<file path="src/rtl/chroma_key_pkg.sv">
// Shared constants, pattern encodings and reset defaults for the chroma keyer.
package chroma_key_pkg;

    localparam int HUE_MOD        = 360;
    localparam int ANTI_DIAG_BIAS = 2160;
    localparam int SUM_W          = 13;
    localparam int BG_W           = 9;

    typedef enum logic [1:0] {
        BG_DIAG = 2'd0,
        BG_ANTI = 2'd1,
        BG_ROW  = 2'd2,
        BG_COL  = 2'd3
    } bg_sel_e;

    localparam int HUE_LO_RST  = 90;
    localparam int HUE_HI_RST  = 150;
    localparam int SAT_MIN_RST = 0;

endpackage

</file>
<file path="src/rtl/chroma_key_if.sv">
// Pixel stream bundle: qualified input beat plus delay-matched output beat.
interface chroma_key_if #(
    parameter int COORD_W = 11,
    parameter int PIX_W   = 24
);
    logic               in_valid;
    logic               in_sof;
    logic [COORD_W-1:0] row;
    logic [COORD_W-1:0] col;
    logic [PIX_W-1:0]   pixel_in;
    logic [PIX_W-1:0]   pass_in;
    logic               out_valid;
    logic               out_sof;
    logic               out_keyed;
    logic [PIX_W-1:0]   pixel_out;
    logic [PIX_W-1:0]   pass_thru;

    modport master (
        output in_valid, in_sof, row, col, pixel_in, pass_in,
        input  out_valid, out_sof, out_keyed, pixel_out, pass_thru
    );

    modport slave (
        input  in_valid, in_sof, row, col, pixel_in, pass_in,
        output out_valid, out_sof, out_keyed, pixel_out, pass_thru
    );
endinterface

</file>
<file path="src/rtl/hue_wrap360.sv">
// Combinational x mod 360 for x < 5760 using a binary subtract ladder.
module hue_wrap360
    import chroma_key_pkg::*;
(
    input  logic [SUM_W-1:0] x,
    output logic [BG_W-1:0]  y
);
    logic [SUM_W-1:0] s0, s1, s2, s3;

    always_comb begin
        s0 = (x  >= SUM_W'(8 * HUE_MOD)) ? x  - SUM_W'(8 * HUE_MOD) : x;
        s1 = (s0 >= SUM_W'(4 * HUE_MOD)) ? s0 - SUM_W'(4 * HUE_MOD) : s0;
        s2 = (s1 >= SUM_W'(2 * HUE_MOD)) ? s1 - SUM_W'(2 * HUE_MOD) : s1;
        s3 = (s2 >= SUM_W'(HUE_MOD))     ? s2 - SUM_W'(HUE_MOD)     : s2;
        y  = BG_W'(s3);
    end
endmodule

</file>
<file path="src/rtl/chroma_key_pipe.sv">
// Chroma keyer: 3-stage pipeline replacing in-window, saturated pixels with a
// scrolling hue-pattern background; configuration is shadowed at start-of-frame.
module chroma_key_pipe #(
    parameter int COORD_W = 11,
    parameter int HUE_W   = 9,
    parameter int SAT_W   = 7,
    parameter int PIX_W   = 24
) (
    input  logic             clk,
    input  logic             rst_n,
    input  logic             gsc_en,
    input  logic [1:0]       bg_sel,
    input  logic [HUE_W-1:0] hue_lo,
    input  logic [HUE_W-1:0] hue_hi,
    input  logic [SAT_W-1:0] sat_min,
    input  logic             scroll_en,
    chroma_key_if.slave      vid
);
    import chroma_key_pkg::*;

    logic [COORD_W-1:0] row_in, col_in;
    logic [SUM_W-1:0]   row_x, col_x, off_x;
    logic               sof_acc;

    logic [BG_W-1:0]  off_q, off_d;
    logic             gsc_en_q, gsc_en_d;
    bg_sel_e          bg_sel_q, bg_sel_d;
    logic [HUE_W-1:0] hue_lo_q, hue_lo_d, hue_hi_q, hue_hi_d;
    logic [SAT_W-1:0] sat_min_q, sat_min_d;

    logic             valid1_q, valid1_d, sof1_q, sof1_d;
    logic [PIX_W-1:0] pix1_q, pix1_d, pass1_q, pass1_d;
    logic [SUM_W-1:0] sum_q [4];
    logic [SUM_W-1:0] sum_d [4];
    logic [BG_W-1:0]  wrap [4];

    logic [HUE_W-1:0] hue1;
    logic [SAT_W-1:0] sat1;
    logic             in_window, in_range;
    logic [BG_W-1:0]  bg_pick;
    logic             valid2_q, valid2_d, sof2_q, sof2_d, key2_q, key2_d;
    logic [PIX_W-1:0] pix2_q, pix2_d, pass2_q, pass2_d;
    logic [BG_W-1:0]  bg2_q, bg2_d;

    logic [HUE_W-1:0] bg_ext;
    logic             valid3_q, valid3_d, sof3_q, sof3_d, key3_q, key3_d;
    logic [PIX_W-1:0] pix3_q, pix3_d, pass3_q, pass3_d;

    assign row_in = vid.row;
    assign col_in = vid.col;
    assign row_x  = SUM_W'(row_in);
    assign col_x  = SUM_W'(col_in);

    // The SOF pixel itself must see the freshly loaded config and offset.
    always_comb begin
        sof_acc   = vid.in_valid & vid.in_sof;
        off_d     = off_q;
        gsc_en_d  = gsc_en_q;
        bg_sel_d  = bg_sel_q;
        hue_lo_d  = hue_lo_q;
        hue_hi_d  = hue_hi_q;
        sat_min_d = sat_min_q;
        if (sof_acc) begin
            gsc_en_d  = gsc_en;
            bg_sel_d  = bg_sel_e'(bg_sel);
            hue_lo_d  = hue_lo;
            hue_hi_d  = hue_hi;
            sat_min_d = sat_min;
            if (scroll_en) begin
                off_d = (off_q == BG_W'(HUE_MOD - 1)) ? '0 : off_q + 1'b1;
            end
        end
        off_x    = SUM_W'(off_d);
        valid1_d = vid.in_valid;
        sof1_d   = sof_acc;
        pix1_d   = pix1_q;
        pass1_d  = pass1_q;
        sum_d    = sum_q;
        if (vid.in_valid) begin
            pix1_d   = vid.pixel_in;
            pass1_d  = vid.pass_in;
            sum_d[0] = row_x + col_x + off_x;
            sum_d[1] = row_x + (SUM_W'(ANTI_DIAG_BIAS) - col_x) + off_x;
            sum_d[2] = row_x + off_x;
            sum_d[3] = col_x + off_x;
        end
    end

    for (genvar g = 0; g < 4; g++) begin : g_wrap
        hue_wrap360 u_wrap (
            .x (sum_q[g]),
            .y (wrap[g])
        );
    end

    always_comb begin
        hue1 = pix1_q[PIX_W-1 -: HUE_W];
        sat1 = pix1_q[PIX_W-HUE_W-1 -: SAT_W];
        if (hue_lo_q <= hue_hi_q) begin
            in_window = (hue1 >= hue_lo_q) && (hue1 <= hue_hi_q);
        end else begin
            in_window = (hue1 >= hue_lo_q) || (hue1 <= hue_hi_q);
        end
        in_range = in_window && (hue1 < HUE_W'(HUE_MOD));
        case (bg_sel_q)
            BG_DIAG: bg_pick = wrap[0];
            BG_ANTI: bg_pick = wrap[1];
            BG_ROW:  bg_pick = wrap[2];
            default: bg_pick = wrap[3];
        endcase
        valid2_d = valid1_q;
        sof2_d   = sof1_q;
        pix2_d   = pix2_q;
        pass2_d  = pass2_q;
        bg2_d    = bg2_q;
        key2_d   = key2_q;
        if (valid1_q) begin
            pix2_d  = pix1_q;
            pass2_d = pass1_q;
            bg2_d   = bg_pick;
            key2_d  = gsc_en_q && in_range && (sat1 >= sat_min_q);
        end
    end

    assign bg_ext = HUE_W'(bg2_q);

    always_comb begin
        valid3_d = valid2_q;
        sof3_d   = sof2_q;
        pix3_d   = pix3_q;
        pass3_d  = pass3_q;
        key3_d   = key3_q;
        if (valid2_q) begin
            pass3_d = pass2_q;
            key3_d  = key2_q;
            pix3_d  = key2_q ? {bg_ext, {(PIX_W-HUE_W){1'b1}}} : pix2_q;
        end
    end

    always_ff @(posedge clk) begin
        if (!rst_n) begin
            off_q     <= '0;
            gsc_en_q  <= 1'b0;
            bg_sel_q  <= BG_DIAG;
            hue_lo_q  <= HUE_W'(HUE_LO_RST);
            hue_hi_q  <= HUE_W'(HUE_HI_RST);
            sat_min_q <= SAT_W'(SAT_MIN_RST);
            valid1_q  <= 1'b0;
            sof1_q    <= 1'b0;
            pix1_q    <= '0;
            pass1_q   <= '0;
            sum_q     <= '{default: '0};
            valid2_q  <= 1'b0;
            sof2_q    <= 1'b0;
            pix2_q    <= '0;
            pass2_q   <= '0;
            bg2_q     <= '0;
            key2_q    <= 1'b0;
            valid3_q  <= 1'b0;
            sof3_q    <= 1'b0;
            pix3_q    <= '0;
            pass3_q   <= '0;
            key3_q    <= 1'b0;
        end else begin
            off_q     <= off_d;
            gsc_en_q  <= gsc_en_d;
            bg_sel_q  <= bg_sel_d;
            hue_lo_q  <= hue_lo_d;
            hue_hi_q  <= hue_hi_d;
            sat_min_q <= sat_min_d;
            valid1_q  <= valid1_d;
            sof1_q    <= sof1_d;
            pix1_q    <= pix1_d;
            pass1_q   <= pass1_d;
            sum_q     <= sum_d;
            valid2_q  <= valid2_d;
            sof2_q    <= sof2_d;
            pix2_q    <= pix2_d;
            pass2_q   <= pass2_d;
            bg2_q     <= bg2_d;
            key2_q    <= key2_d;
            valid3_q  <= valid3_d;
            sof3_q    <= sof3_d;
            pix3_q    <= pix3_d;
            pass3_q   <= pass3_d;
            key3_q    <= key3_d;
        end
    end

    assign vid.out_valid = valid3_q;
    assign vid.out_sof   = sof3_q;
    assign vid.out_keyed = key3_q;
    assign vid.pixel_out = pix3_q;
    assign vid.pass_thru = pass3_q;
endmodule

</file>
<file path="src/flat_wrapper.sv">
// flat-port wrapper written by rule: the top's interface ports become plain ports
module chroma_key_pipe_flat import chroma_key_pkg::*;
#(
    parameter int COORD_W = 11,
    parameter int HUE_W   = 9,
    parameter int SAT_W   = 7,
    parameter int PIX_W   = 24
)
  (clk, rst_n, gsc_en, bg_sel, hue_lo, hue_hi, sat_min, scroll_en, vid_in_valid, vid_in_sof, vid_row, vid_col, vid_pixel_in, vid_pass_in, vid_out_valid, vid_out_sof, vid_out_keyed, vid_pixel_out, vid_pass_thru);
  chroma_key_if #(.COORD_W(COORD_W), .PIX_W(PIX_W)) vid_i ();
  input  logic clk;
  input  logic rst_n;
  input  logic gsc_en;
  input  logic [1:0] bg_sel;
  input  logic [HUE_W-1:0] hue_lo;
  input  logic [HUE_W-1:0] hue_hi;
  input  logic [SAT_W-1:0] sat_min;
  input  logic scroll_en;
  input wire logic [$bits(vid_i.in_valid)-1:0] vid_in_valid;
  input wire logic [$bits(vid_i.in_sof)-1:0] vid_in_sof;
  input wire logic [$bits(vid_i.row)-1:0] vid_row;
  input wire logic [$bits(vid_i.col)-1:0] vid_col;
  input wire logic [$bits(vid_i.pixel_in)-1:0] vid_pixel_in;
  input wire logic [$bits(vid_i.pass_in)-1:0] vid_pass_in;
  output wire logic [$bits(vid_i.out_valid)-1:0] vid_out_valid;
  output wire logic [$bits(vid_i.out_sof)-1:0] vid_out_sof;
  output wire logic [$bits(vid_i.out_keyed)-1:0] vid_out_keyed;
  output wire logic [$bits(vid_i.pixel_out)-1:0] vid_pixel_out;
  output wire logic [$bits(vid_i.pass_thru)-1:0] vid_pass_thru;
  assign vid_i.in_valid = vid_in_valid;
  assign vid_i.in_sof = vid_in_sof;
  assign vid_i.row = vid_row;
  assign vid_i.col = vid_col;
  assign vid_i.pixel_in = vid_pixel_in;
  assign vid_i.pass_in = vid_pass_in;
  assign vid_out_valid = vid_i.out_valid;
  assign vid_out_sof = vid_i.out_sof;
  assign vid_out_keyed = vid_i.out_keyed;
  assign vid_pixel_out = vid_i.pixel_out;
  assign vid_pass_thru = vid_i.pass_thru;
  chroma_key_pipe #(.COORD_W(COORD_W), .HUE_W(HUE_W), .SAT_W(SAT_W), .PIX_W(PIX_W)) u_core (.clk(clk), .rst_n(rst_n), .gsc_en(gsc_en), .bg_sel(bg_sel), .hue_lo(hue_lo), .hue_hi(hue_hi), .sat_min(sat_min), .scroll_en(scroll_en), .vid(vid_i));
endmodule
</file>
<file path="config.mk">
export PLATFORM = sky130hd
export DESIGN_NAME = chroma_key_pipe_flat
export DESIGN_NICKNAME = d
export VERILOG_FILES = /design/src/rtl/chroma_key_pkg.sv /design/src/rtl/chroma_key_if.sv /design/src/rtl/hue_wrap360.sv /design/src/rtl/chroma_key_pipe.sv /design/src/flat_wrapper.sv
export SDC_FILE = /design/constraint.sdc
export NUM_CORES = 1
export LEC_CHECK = 0
export CAP_MARGIN = 20
export CORE_ASPECT_RATIO = 0.75
export CORE_UTILIZATION = 59
export CTS_CLUSTER_SIZE = 10
export DETAILED_ROUTE_END_ITERATION = 10
export GPL_ROUTABILITY_DRIVEN = 1
export PLACE_DENSITY = 0.92
export RECOVER_POWER = 25
export SLEW_MARGIN = 5
export SYNTH_ARGS = -nofsm -noshare
export SYNTH_HDL_FRONTEND = slang
export SYNTH_SLANG_ARGS = --single-unit
export TNS_END_PERCENT = 5
</file>
<file path="constraint.sdc">
create_clock -name clk -period 6.5 [get_ports clk]
set_input_delay 0.975 -clock clk [delete_from_list [all_inputs] [get_ports clk]]
set_output_delay 0.975 -clock clk [all_outputs]
set_load 0.02 [all_outputs]
</file>
==> flow_summary.yaml <==
synth:
  syn_area_um2: 16900
  synthArstFlopShare_pct: 0
  synth.distinct_cells: 101
  ys_seq_area_share_pct: 29.3
  synth_top_area_cell: "dfxtp_1"
  ys.flop_type: "dfxtp_1"
  avgSynthCellArea_um2: 8.20
  synthTopCellsByArea: "dfxtp_1 29%, mux2i_1 10%, ha_1 8.4%, nor2_1 6.9%, a21oi_1 4.1%"
  synth_edf_count: 0
  syn_inst: 2060
  ys_warn_count: 0
  synth_top_area_share_pct: 29.3
  ys_ff_latch: 247
  mappedNetlistNets: 2291
global_routing:
  grt_pass1_wl_um: 76700
  antenna_found_initial: 0
  grt_use_total_pct: 31.9
  grt_overflow: 0
  grt_pass1_vias: 15300
  grt_max_degree: 171
detailed_routing:
  firstDrtPassIters: 5
  antenna_left: 0
  drc: 0
  drtIter0Drc: 1570
  via_count: 15900
  vias_per_cell: 6.29
  drt_wl_total_um: 47800
  wl_per_cell_um: 18.9
timing:
  fin_hold_ws_ns: 0.445
  tightest_slew_ns: 2.27
  tns_ns: 0
  hold_viol: 0
  slew_headroom_pct: -51.9
  finalCritPeriodShare_pct: 89.5
  grt_setup_unrepaired: "false"
  slew_violations: 59
  setup_viol: 0
  fmax_ghz: 0.172
  period_needed_ns: 5.82
  clock_skew_ns: 0.0207
final_layout:
  antennaDiodeCount: 0
  fin_nets: 2372
  fill_cells: 2034
  syn_to_final_growth_pct: 14.3
  drive_above_1_share_pct: 4.19
  multi_input_area_um2: 11000
  final_cell_mix: "311 x nor2_1, 245 x dfxtp_1, 172 x mux2i_1"
  layout_commonest_cell: "nor2_1"
  seq_area_um2: 4950
power_and_ir_drop:
  combPwrFrac_pct: 28.6
  power_density_nw_per_um2: 230
  peakVddDrop_mv: 0.230
  p_clk_share_pct: 32.6
  p_leak_nw: 7.95
  p_seq_share_pct: 38.8
  internal_power_mw: 2.95
  switching_share_pct: 33.5
  p_switching_mw: 1.49
floorplan:
  die_h_um: 149
  core_um2: 28100
  dieArea_um2: 29300
  start_util_pct: 60.2
  die_w_um: 197
  row_count: 53
  io_pins: 154
critical_path:
  start_kind: "flop"
  r2r_cells: 22
  arrival_ns: 6.23
  required_ns: 6.91
  crit_buf_inv: 1
  critPathTopFamily: "compound AO/OA/AOI/OAI gates"
  slowest_delay_ns: 0.64
  timing.rr.end: "u_core.bg2_q[3]"
  setup.worst_path.start: "u_core.sum_q[8]"
  cp_common_cell: "nand2_1"
  reg2reg_slack_ns: 0.68
  rr_startpoint: "u_core.sum_q[8]"
  crit_fanout: 14
  critical_path_class: "reg -> reg"
  worstPathCellList: "nand2_1 -> nand2_1 -> o21ai_0 -> nor2_1 -> ha_1 -> nand2_1 -> a31oi_2 -> xnor2_1 -> ha_1 -> nand2_1 -> nor4_1 -> a22o_1 -> a211oi_2 -> xnor2_1 -> inv_1 -> ha_1 -> a211oi_1 -> o21ai_1 -> a21o_1 -> and3_1 -> o211a_1 -> a2111oi_2"
  cp-end-kind: "flop"
  crit_path_top_delay_cell: "dfxtp_1"
hold_path:
  hold_end: "u_core.sof2_q"
  hold_path_class: "reg -> reg"
  whs_path_depth: 1
  worstHoldStart: "u_core.sof1_q"
place:
  gp_congestion: 0.963
  dpl.hpwl_um: 34300
  io_buffers: 153
cts:
  cts-resized-gates: 0
  cts_root_buf: "clkbuf_16"
  path_clk_slew_ns: 0.06
  clock_path_buffers: 3
  cts_buffers: 29
  cts_tree: "built"
  htree_num_levels: 1
  cts_sinks: 247
  cts_hold_buf: 0
  clk_latency_ns: 0.57
  post_cts_buffers: 0
run:
  maxCapViolations: 1
run_status:
  violations: "capacitance limit, slew limit"
  outcome: "finished, violations left"
-- cell type report --
type                    instances  area share [%]
multi-input cells            1570            57.0
flip-flops and latches        247            25.6
repair buffers                159            8.16
clock buffers                  35            3.98
inverters                     134            2.61
well taps                     385            2.50
clock inverters                 3           0.156
-- how the worst max path moves through the flow --
stage	to	slack, ns	cells past startpoint
final	u_core.bg2_q[3]	0.68	22
after detailed placement	u_core.sum_q[38]	0.63	24
after global routing	u_core.off_q[0]	0.32	5
after floorplan	u_core.bg2_q[3]	1.49	22
after CTS	u_core.bg2_q[3]	0.97	22
after global placement	u_core.sum_q[38]	0.93	24
-- Yosys cell counts (6+ instances only) --
library cell	number
nor4_1	7
o31a_1	6
o22ai_1	26
mux2i_1	172
inv_1	133
and2_1	19
or2_2	8
nand2b_1	31
nand3_1	23
a31oi_1	15
a21o_1	30
fa_1	14
o21bai_1	27
o31ai_1	11
o21a_1	24
nor3_1	36
buf_2	8
clkbuf_1	81
o2111ai_1	6
nor2b_1	29
mux2_2	8
or3_1	11
o21ai_0	61
xor2_1	14
nand4_1	9
dfxtp_1	247
nand2_1	111
buf_1	16
a211oi_1	35
o21ai_1	6
ha_1	114
xnor2_1	61
nor2_1	311
a22oi_1	6
a21oi_1	137
o211ai_1	33
and3_1	14
o211a_1	10
-- through the flow --
| stage | cell area (µm²) | power [mW] | cells | worst slack, ns | util (%) |
|---|---|---|---|---|---|
| finish | 19300 | 4.44 | 2533 | 0.680 | 68.8 |
| global route | 19300 | 4.63 | 2533 | 0.318 | 68.8 |
| CTS | 19300 | 4.41 | 2533 | 0.966 | 68.9 |
| detailed placement | 18500 | 2.97 | 2495 | 0.626 | 66.0 |
| global placement | 18500 | 2.92 | 2495 | 0.930 | 66.0 |
| floorplan | 16900 | 2.63 | 2060 | 1.49 | - |
-- routing by layer --
metal	track usage, %	share of wire, %
met5	0	0
met4	9.69	2.8
met3	5.58	8.5
met2	52.2	45
met1	42.9	43
-- registers in the layout (all words and copies together) (netlist names), 2 cells and up --
signal and flops:
u_core.bg2_q 9, u_core.bg_sel_q 2, u_core.hue_hi_q 9, u_core.hue_lo_q 9, u_core.off_q 9, u_core.pass1_q 24, u_core.pass2_q 24, u_core.pix1_q 24
u_core.pix2_q 24, u_core.sat_min_q 7, u_core.sum_q 49, u_core.vid.pass_thru 24, u_core.vid.pixel_out 24
-- logic make-up (layout without fill, tap and decap cells) --
logic type	count (synthesis)	count (layout)	synth area share, %
DFF	247	247	29.3
xor gates and xnor gates	76	76	3.99
buffers and inverters	243	331	5.62
adders and majority gates	131	131	10.3
and+or+nand+nor	648	648	17.9
muxes	183	183	11.1
AOI/OAI and AO/OA	532	532	21.8
-- power by group through the flow --
stage	clock network, mW	logic (mW)	registers [mW]
finish	1.45	1.27	1.72
CTS	1.45	1.24	1.72
floorplan	0	0.961	1.67
detailed placement	0	1.23	1.75
global placement	0	1.19	1.74
global route	1.51	1.39	1.73
(Power assumes the default switching activity.)
